**src/rtl/mem_port_arbiter.sv**
```systemverilog
// mem_port_arbiter: shares one single-outstanding SRAM-like bus between the
// instruction-fetch port and the data-access port, and generates the fetch
// and data stall signals for the hazard unit.
module mem_port_arbiter #(
    parameter int unsigned ADDR_W = 32,
    parameter int unsigned DATA_W = 32
) (
    input  logic              clk,
    input  logic              rst,

    input  logic              inst_req,
    input  logic [ADDR_W-1:0] inst_addr,
    output logic [DATA_W-1:0] inst_rdata,
    output logic              i_stall,

    input  logic              data_req,
    input  logic              data_wr,
    input  logic [1:0]        data_size,
    input  logic [ADDR_W-1:0] data_addr,
    input  logic [DATA_W-1:0] data_wdata,
    output logic [DATA_W-1:0] data_rdata,
    output logic              d_stall,

    input  logic              longest_stall,
    input  logic              flush_except,

    output logic              bus_req,
    output logic              bus_wr,
    output logic [1:0]        bus_size,
    output logic [ADDR_W-1:0] bus_addr,
    output logic [DATA_W-1:0] bus_wdata,
    input  logic              bus_addr_ok,
    input  logic              bus_data_ok,
    input  logic [DATA_W-1:0] bus_rdata
);

    localparam logic [1:0] SIZE_WORD = 2'd2;

    typedef enum logic [1:0] {
        IDLE = 2'd0,
        ADDR = 2'd1,
        WAIT = 2'd2
    } state_t;

    typedef enum logic [1:0] {
        OWN_NONE = 2'd0,
        OWN_INST = 2'd1,
        OWN_DATA = 2'd2
    } owner_t;

    state_t state;
    owner_t owner;
    logic   instDone;
    logic   dataDone;
    logic   discard;

    logic   finishNow;
    logic   keepResult;

    // Transaction completion this cycle, and whether its result is still wanted.
    // A flush in the completing cycle already makes the result stale.
    always_comb begin
        finishNow = 1'b0;
        case (state)
            ADDR:    finishNow = bus_addr_ok & bus_data_ok;
            WAIT:    finishNow = bus_data_ok;
            default: finishNow = 1'b0;
        endcase
        keepResult = finishNow & ~discard & ~flush_except;
    end

    // Stalls come only from registered done flags and the live requests.
    assign i_stall = inst_req & ~instDone;
    assign d_stall = data_req & ~dataDone;

    // Bus FSM: arbitration in IDLE (data first), request phase, data wait.
    always_ff @(posedge clk or posedge rst) begin
        if (rst) begin
            state     <= IDLE;
            owner     <= OWN_NONE;
            discard   <= 1'b0;
            bus_req   <= 1'b0;
            bus_wr    <= 1'b0;
            bus_size  <= 2'd0;
            bus_addr  <= '0;
            bus_wdata <= '0;
        end else begin
            case (state)
                IDLE: begin
                    discard <= 1'b0;
                    if (data_req && !dataDone) begin
                        bus_req   <= 1'b1;
                        bus_wr    <= data_wr;
                        bus_size  <= data_size;
                        bus_addr  <= data_addr;
                        bus_wdata <= data_wdata;
                        owner     <= OWN_DATA;
                        state     <= ADDR;
                    end else if (inst_req && !instDone) begin
                        bus_req   <= 1'b1;
                        bus_wr    <= 1'b0;
                        bus_size  <= SIZE_WORD;
                        bus_addr  <= inst_addr;
                        owner     <= OWN_INST;
                        state     <= ADDR;
                    end
                end
                ADDR, WAIT: begin
                    if (finishNow) begin
                        state   <= IDLE;
                        owner   <= OWN_NONE;
                        bus_req <= 1'b0;
                        discard <= 1'b0;
                    end else begin
                        if (state == ADDR && bus_addr_ok) begin
                            state   <= WAIT;
                            bus_req <= 1'b0;
                        end
                        if (flush_except) begin
                            discard <= 1'b1;
                        end
                    end
                end
                default: begin
                    state   <= IDLE;
                    owner   <= OWN_NONE;
                    bus_req <= 1'b0;
                    discard <= 1'b0;
                end
            endcase
        end
    end

    // Result holding: cleared when the pipeline advances or flushes; a new
    // result landing in the same cycle takes precedence over the clear.
    always_ff @(posedge clk or posedge rst) begin
        if (rst) begin
            instDone   <= 1'b0;
            dataDone   <= 1'b0;
            inst_rdata <= '0;
            data_rdata <= '0;
        end else begin
            if (!longest_stall || flush_except) begin
                instDone <= 1'b0;
                dataDone <= 1'b0;
            end
            if (keepResult) begin
                if (owner == OWN_INST) begin
                    instDone   <= 1'b1;
                    inst_rdata <= bus_rdata;
                end
                if (owner == OWN_DATA) begin
                    dataDone <= 1'b1;
                    if (!bus_wr) begin
                        data_rdata <= bus_rdata;
                    end
                end
            end
        end
    end

endmodule

```
**config.mk**
```make
export PLATFORM = sky130hd
export DESIGN_NAME = mem_port_arbiter
export DESIGN_NICKNAME = d
export VERILOG_FILES = /design/src/rtl/mem_port_arbiter.sv
export SDC_FILE = /design/constraint.sdc
export NUM_CORES = 1
export LEC_CHECK = 0
export CORE_MARGIN = 4
export CORE_UTILIZATION = 37
export DETAILED_ROUTE_END_ITERATION = 8
export PLACE_DENSITY_LB_ADDON = 0.08
export SYNTH_ARGS = -nofsm -noshare
export SYNTH_HDL_FRONTEND = slang
export SYNTH_SLANG_ARGS = --single-unit
```
**constraint.sdc**
```tcl
create_clock -name clk -period 4.55 [get_ports clk]
set_input_delay 0.6825 -clock clk [delete_from_list [all_inputs] [get_ports clk]]
set_output_delay 0.6825 -clock clk [all_outputs]
set_load 0.1 [all_outputs]
```
==> results.md, run 1 <==
- The worst hold path was traced through 2 stages.
- The initial core utilization is between 30% and 40%.
- The tool flagged a number of max-cap violations equal to 0.
- For the final database, setup skew stands at 5.04 ps.
- The filler cells instantiated in the layout total approximately 1200.
- The longest clock path from root to sink contains 2 buffers.
- The number of different library cells used by synthesis comes to 29.
- The most common library cell in the layout ignoring fill and taps is sky130_fd_sc_hd__clkdlybuf4s50_1.
- The first detailed-routing pass ran for 4 iterations.
- The relative slew slack is 31.3%.
- In the synthesized netlist the dominant register cell turns out to be sky130_fd_sc_hd__dfrtp_1.
- The max-slew violation count was 0.
- The height of the die is 131 um.
- The final number of hold-violating endpoints is 0.
- The sort of element at the start of the critical path is a register.
- The die area is 0.0171 mm^2.
- In the final routed layout, each cell accounts on average for 17.3 um.
- The setup violation total in the final timing report is 0.
- In this run the post-CTS setup repair buffer count came out at 0.
- The path class of the tightest hold or removal check is register to register.
- The worst setup path is captured at an output pin.
- The number of instances in the synthesized netlist is 393.
- The critical register-to-register path endpoint is data_rdata[5].
- The run finished with clean final reports.
- The global route total overflow is 0.
- Broken down by cell family, the worst path's largest delay share belongs to buffers and inverters.
- The number of inserted diodes is 0.
- The number of nets in the layout is 811.
- In the post-synthesis netlist, the biggest area contributors are sky130_fd_sc_hd__dfrtp_1, sky130_fd_sc_hd__mux2_2, sky130_fd_sc_hd__mux2i_1, sky130_fd_sc_hd__o21ai_0, sky130_fd_sc_hd__nand2_1.
- On the critical path, the stage with the largest delay is an instance of sky130_fd_sc_hd__clkdlybuf4s50_1.
- The library cells used most frequently in the layout, excluding fill and tap cells, are sky130_fd_sc_hd__clkdlybuf4s50_1, sky130_fd_sc_hd__dfrtp_1, sky130_fd_sc_hd__mux2_2.
- The die is around 130 um wide.
- The initialized floorplan defines 44 standard-cell rows.
- After the first detailed-routing iteration, the DRC count stood at 141.
- The post-synthesis area per instance is 14.2 um^2.
- The initial antenna violation count is 0.
- Counting flops with an async set or reset pin after synthesis yields a share of 100%.
- For the worst flop-to-flop path, the logic depth is 6.
- Timing would allow up to 0.374 GHz.
- The first global-routing pass estimated ~23 mm of wire.
- The congestion estimate from routability-driven global placement came to about 0.76.
- Setup repair after global routing left no endpoint under its margin.
- At the worst endpoint, the required time is 3870 ps.
- Summing every instance area after synthesis gives 0.00558 mm^2.
- The stage delay of the slowest cell on the critical path is 1180 ps.
- The wire length reported by the detailed router is 14.9 mm.
- The total of hold buffers inserted after clock tree synthesis is 0.
- The count of vias placed by the detailed router is 4094.
- The number of global-route vias before repair came to 4472.
- The worst reg2reg path startpoint is state[0].
- Cells with a size suffix above 1 make up 20.3% of the layout.
- Counting every net in the synthesized netlist gives ~540.
- The register-to-register setup slack is 2230 ps.
- The critical path starts at state[0].
- The worst hold path terminates at bus_addr[2].
- After synthesis the netlist holds a flip-flop and latch count of 138.
- The worst setup path is of the register to output pin kind.
- The startpoint identified for the worst hold timing path is bus_addr[2].
- The insertion delay of the later-clocked pin in the worst-skew pair is 410 ps.
- The cell taking the most area after synthesis is sky130_fd_sc_hd__dfrtp_1.
- Entering global routing, the biggest net connects 64 pins.
- The clock tree from TritonCTS is yes.
- The CTS root buffer is sky130_fd_sc_hd__clkbuf_16.
- Counting the buffers created by CTS gives 17.
- After detailed routing, the number of remaining DRC violations is 0.
- The post-detailed-route via-to-cell ratio is around 4.7.
- The clock drives 138 sinks.
- The maximum fanout along the worst path is 4.
- Sequential elements use 61.9% of the synthesized area.
- After routing, the total negative slack on setup checks comes to 0 ps.
- Traced cell by cell, the critical path runs through clkdlybuf4s50_1.
- The critical path buffer and inverter count is 1.
- The critical path data arrival time is 1990 ps.
- The post-layout minimum cycle time is between 2000 and 3000 ps.
- The number of placed I/O pins is 273.
- After floorplanning, the core was sized to cover 0.0146 mm^2.
- Dividing the final minimum period by the clock period gives 58.8%.
- For the pin with the worst max-slew slack, the measured transition is ~1000 ps.
- The clock-pin slew reported for the worst setup and hold paths after clock tree synthesis is 60 ps.
- The fraction of synthesized cell area taken by the top area cell type is 61.9%.
- The placed wire-length estimate is 11.4 mm.
- The H-tree depth reported by CTS is 4.
- Global routing consumed, over all layers together, 17.7% of the routing resources.
- The count of antenna-violating nets left after detailed routing is 0.
- The yosys synthesis warning count is 0.
- The number of enable-type register cells in the synthesized netlist is 0.
- The post-cts gate resize count is 0.
- Buffers placed on the I/O ports in this run total 272.
- The synthesis-to-finish area growth is 61.6%.
## worst max path at each step
| stage | endpoint | slack, ps | cells past startpoint |
|---|---|---|---|
| after detailed placement | bus_wdata[15] | 1580 | 5 |
| after CTS | bus_req | 1830 | 1 |
| after floorplan | bus_addr[0] | 170 | 1 |
| final | bus_req | 1880 | 1 |
| after global placement | bus_wdata[13] | 1630 | 5 |
| after global routing | bus_req | 1810 | 1 |
## state kept, by name (all words and copies together) (netlist names), 2 cells and up
name        count
state           2
inst_rdata     32
bus_wdata      32
bus_addr       32
bus_size        2
data_rdata     32
owner           2
## Yosys cell counts, drive strengths merged (2+ instances only)
library cell  number
dfrtp            138
mux2              96
nand2             37
o21ai             35
mux2i             33
buf               14
inv               10
clkbuf             6
ha                 4
a22o               3
nor2               3
a22oi              2
nor2b              2
## area by class of cell
class / count / area, um^2 / area share, %
Clock inverter: 10 / 93.8 / 1.04
Sequential cell: 138 / 3450 / 38.3
Timing Repair Buffer: 276 / 2750 / 30.5
Inverter: 10 / 42.5 / 0.472
Multi-Input combinational cell: 225 / 1970 / 21.8
Tap cell: 184 / 230 / 2.55
Clock buffer: 21 / 480 / 5.33
## routing by layer
metal	global-route usage [%]	vias to the layer above	part of all wire [%]
met2	30.1	160	51
met4	5.57	0	0.93
li1	-	1935	-
met5	0	-	0
met3	8.25	12	10
met1	19.7	1987	38
## through the flow
step	area [um^2]	std cells	utilization [%]	hold WS (ps)	worst slack (ps)
after CTS	9020	864	61.6	483	1830
after global placement	8440	833	57.7	463	1630
after detailed placement	8440	833	57.7	470	1580
final	9020	864	61.6	480	1880
after floorplan	5580	393	-	448	171
after global routing	9020	864	61.6	511	1810
## cell families (layout without fill, tap and decap cells)
kind of cell               Yosys count  count (layout)  synth area share, %
muxes                              129             129                 25.4
adders and majority gates            4               4                0.897
and+or+nand+nor                     48              48                 4.24
buffers and inverters               30             317                 3.18
AOI/OAI and AO/OA                   44              44                 4.39
DFF                                138             138                 61.9
## worst min-delay path, stage by stage (launching register included)
cell	delay [ps]
sky130_fd_sc_hd__dfrtp_1	340
sky130_fd_sc_hd__nand2_1	50
sky130_fd_sc_hd__o21ai_0	60
Power of run 1 is left out: the tool's default activity adds up to more than one toggle a clock period on the data nets, which glitch-free logic cannot reach.
==> inputs of run 2 (changes only) <==
- clock period: 4.55 -> 2.35 ns (I/O delays scaled with it)
==> run 2 against run 1 <==
  * Clock-buffer cell count fell by 3
  * Worst setup slack got worse by 1500 ps
  * Routed wire length fell by 3.8%
  * Clock skew rose by 3.7 ps
  * Sequential share of layout area rose by 0.67 points
  * Cell count rose by 0.58%
  * Core utilization fell by 1.0 points
==> results.md, run 2 (synthesized netlist as in run 1, its figures left out) <==
- The number of DRC markers in iteration 0 is 110 (was 141).
- The most common library cell in the layout ignoring fill and taps is sky130_fd_sc_hd__clkdlybuf4s50_1 (unchanged).
- The initial core utilization is 38.1% (unchanged).
- The CTS root buffer is sky130_fd_sc_hd__clkbuf_16 (unchanged).
- The total of hold buffers inserted after clock tree synthesis is 0 (unchanged).
- The number of placed I/O pins was 273 (unchanged).
- The maximum root-to-sink buffer count is 2 (unchanged).
- The share of cells above drive strength 1 came to 40.4% (was 20.3%).
- The relative slew slack came to 65.2% (was 31.3%).
- The insertion delay of the later-clocked pin in the worst-skew pair is 410 ps (about the same).
- The highest clock frequency the design can meet is just over 0.5 GHz.
- The number of iterations in the first detailed-routing pass is 4 (unchanged).
- The placed wire-length estimate is 10.9 mm (was 11.4 mm).
- The count of max-cap constraint violations is 0 (unchanged).
- The number of inserted diodes is 0 (unchanged).
- The max-slew violation count came to 0 (unchanged).
- The setup TNS came to 0 ps (unchanged).
- The post-detailed-route via-to-cell ratio is 4.66 (was 4.74).
- The initial antenna violation count is 0 (unchanged).
- The number of buffers added on ports is 272 (unchanged).
- The H-tree depth reported by CTS is 4 (unchanged).
- The final number of hold-violating endpoints came to 0 (unchanged).
- The total routing usage reported by global routing is 17.1% (was 17.7%).
- The wire length of the first global-routing pass is 22.5 mm (was 22.9 mm).
- The count of placed standard cells including taps is 837 (was 833).
- The synthesis-to-finish area growth is 58.8% (was 61.6%).
- The register-to-register setup slack is 380 ps (was 2230 ps).
- The maximum fanout along the worst path is 32 (was 4).
- The final worst clock skew is 8.72 ps (was 5.04 ps).
- The horizontal die dimension is 131 um (unchanged).
- The height of the die was 131 um (unchanged).
- The count of antenna-violating nets left after detailed routing came to 0 (unchanged).
- The number of post-CTS setup repair buffers is 0 (unchanged).
- The sort of element at the start of the critical path is a register (unchanged).
- The worst reg2reg path startpoint is state[0] (unchanged).
- The total placed instance area is 0.00823 mm^2 (was 0.00844 mm^2).
- The transition time at the pin with the least slew margin is 517 ps (was 1030 ps).
- The final cell area excluding filler cells is 0.00887 mm^2 (was 0.00902 mm^2).
- Outcome: completed (unchanged).
- The count of placed standard cells in the final layout, fillers left out was 869 (was 864).
- The count of vias placed by the detailed router is 4048 (was 4094).
- The number of fill cells in the layout is 1163 (was 1166).
- The nature of the critical path endpoint was a register (was output pin).
- The classification of the worst setup path is register to register (was register to output pin).
- The setup violation total in the final timing report came to 0 (unchanged).
- The wire length reported by the detailed router is 14.4 mm (was 14.9 mm).
- The clock tree from TritonCTS was yes (unchanged).
- RSZ-0062 raised after global routing: false (unchanged).
- The largest net degree at the start of global routing is 83 (was 64).
- The class of the tightest hold or removal check is input port to async pin (was register to register).
- The depth of the worst register-to-register path is 7 (was 6).
- The number of sinks handled by clock tree synthesis was 138 (unchanged).
- The total CTS buffers was 17 (unchanged).
- The critical register-to-register path endpoint is data_rdata[25] (was data_rdata[5]).
- The die area came to 0.0171 mm^2 (unchanged).
- The clock-pin slew reported for the worst setup and hold paths after clock tree synthesis is 60 ps (about the same).
- The post-cts gate resize count is 0 (unchanged).
- The core region area was 0.0146 mm^2 (unchanged).
- The number of global-route vias before repair is 4470 (was 4472).
- The average wire per standard cell is 16.5 um (was 17.3 um).
- The worst endpoint required time is 2640 ps (was 3870 ps).
- Commonest non-fill, non-tap cells in the layout: sky130_fd_sc_hd__clkdlybuf4s50_1, sky130_fd_sc_hd__dfrtp_1, sky130_fd_sc_hd__buf_4 (was sky130_fd_sc_hd__clkdlybuf4s50_1, sky130_fd_sc_hd__dfrtp_1, sky130_fd_sc_hd__mux2_2).
- The ratio of final minimum period to clock period is between 80% and 90%.
- The worst path in the final design needs a cycle of between 1500 and 2000 ps, including I/O delays and setup.
- The global placer's final weighted congestion came to 0.691 (was 0.764).
- The number of nets in the layout is 815 (was 811).
- The DRC violation count after routing is 0 (unchanged).
- The number of rows in the core area is 44 (unchanged).
- The critical path data arrival time came to 2250 ps (was 1990 ps).
- The global route total overflow is 0 (unchanged).
run 2: cell count changes in the layout (fill, tap and decap cells not counted), sizes merged:
cell           change
buf              +136
bufinv             +3
clkbuf             -3
clkdlybuf4s50    -132
clkinv             -3
clkinvlp           +2
inv                +2
run 2: critical path, stage by stage (launching register included):
cell	delay (ps)
sky130_fd_sc_hd__dfrtp_2	380
sky130_fd_sc_hd__inv_1	70
sky130_fd_sc_hd__ha_1	220
sky130_fd_sc_hd__a21oi_1	160
sky130_fd_sc_hd__and4b_2	300
sky130_fd_sc_hd__nand4_4	110
sky130_fd_sc_hd__buf_12	210
sky130_fd_sc_hd__mux2_2	370
run 2: per-stage QoR:
step / setup slack (ps) / util, % / hold slack (ps)
6_report: 384 / 60.5 / 447
5_1_grt: 288 / 60.5 / 474
4_1_cts: 366 / 60.5 / 445
3_5_place_dp: 247 / 56.2 / 471
3_3_place_gp: 284 / 56.2 / 468
2_1_floorplan: 111 / - / 457
run 2: final cells by class:
type                    count  area (um^2)  area share [%]
multi-input cells         225         1970            22.2
clock buffers              18          439            4.95
flip-flops and latches    138         3450            39.0
well taps                 184          230            2.60
repair buffers            280         2530            28.6
clock inverters            14          194            2.19
inverters                  10         41.3           0.466
run 2: metal layers:
| layer | GRT usage [%] | share of wire (%) |
|---|---|---|
| met1 | 18.5 | 37 |
| met2 | 30.0 | 51 |
| met3 | 7.32 | 10 |
| met4 | 5.87 | 1.4 |
| met5 | 0 | 0 |
run 2: how the worst max path moves through the flow:
stage,depth (start not counted),slack (ps),from,end
CTS,7,370,state[0],data_rdata[25]
finish,7,380,state[0],data_rdata[25]
floorplan,7,110,state[0],inst_rdata[19]
global placement,6,280,bus_addr_ok,data_rdata[11]
global route,7,290,state[1],data_rdata[25]
detailed placement,6,250,bus_addr_ok,data_rdata[7]
Power of run 2 is left out for the same reason.
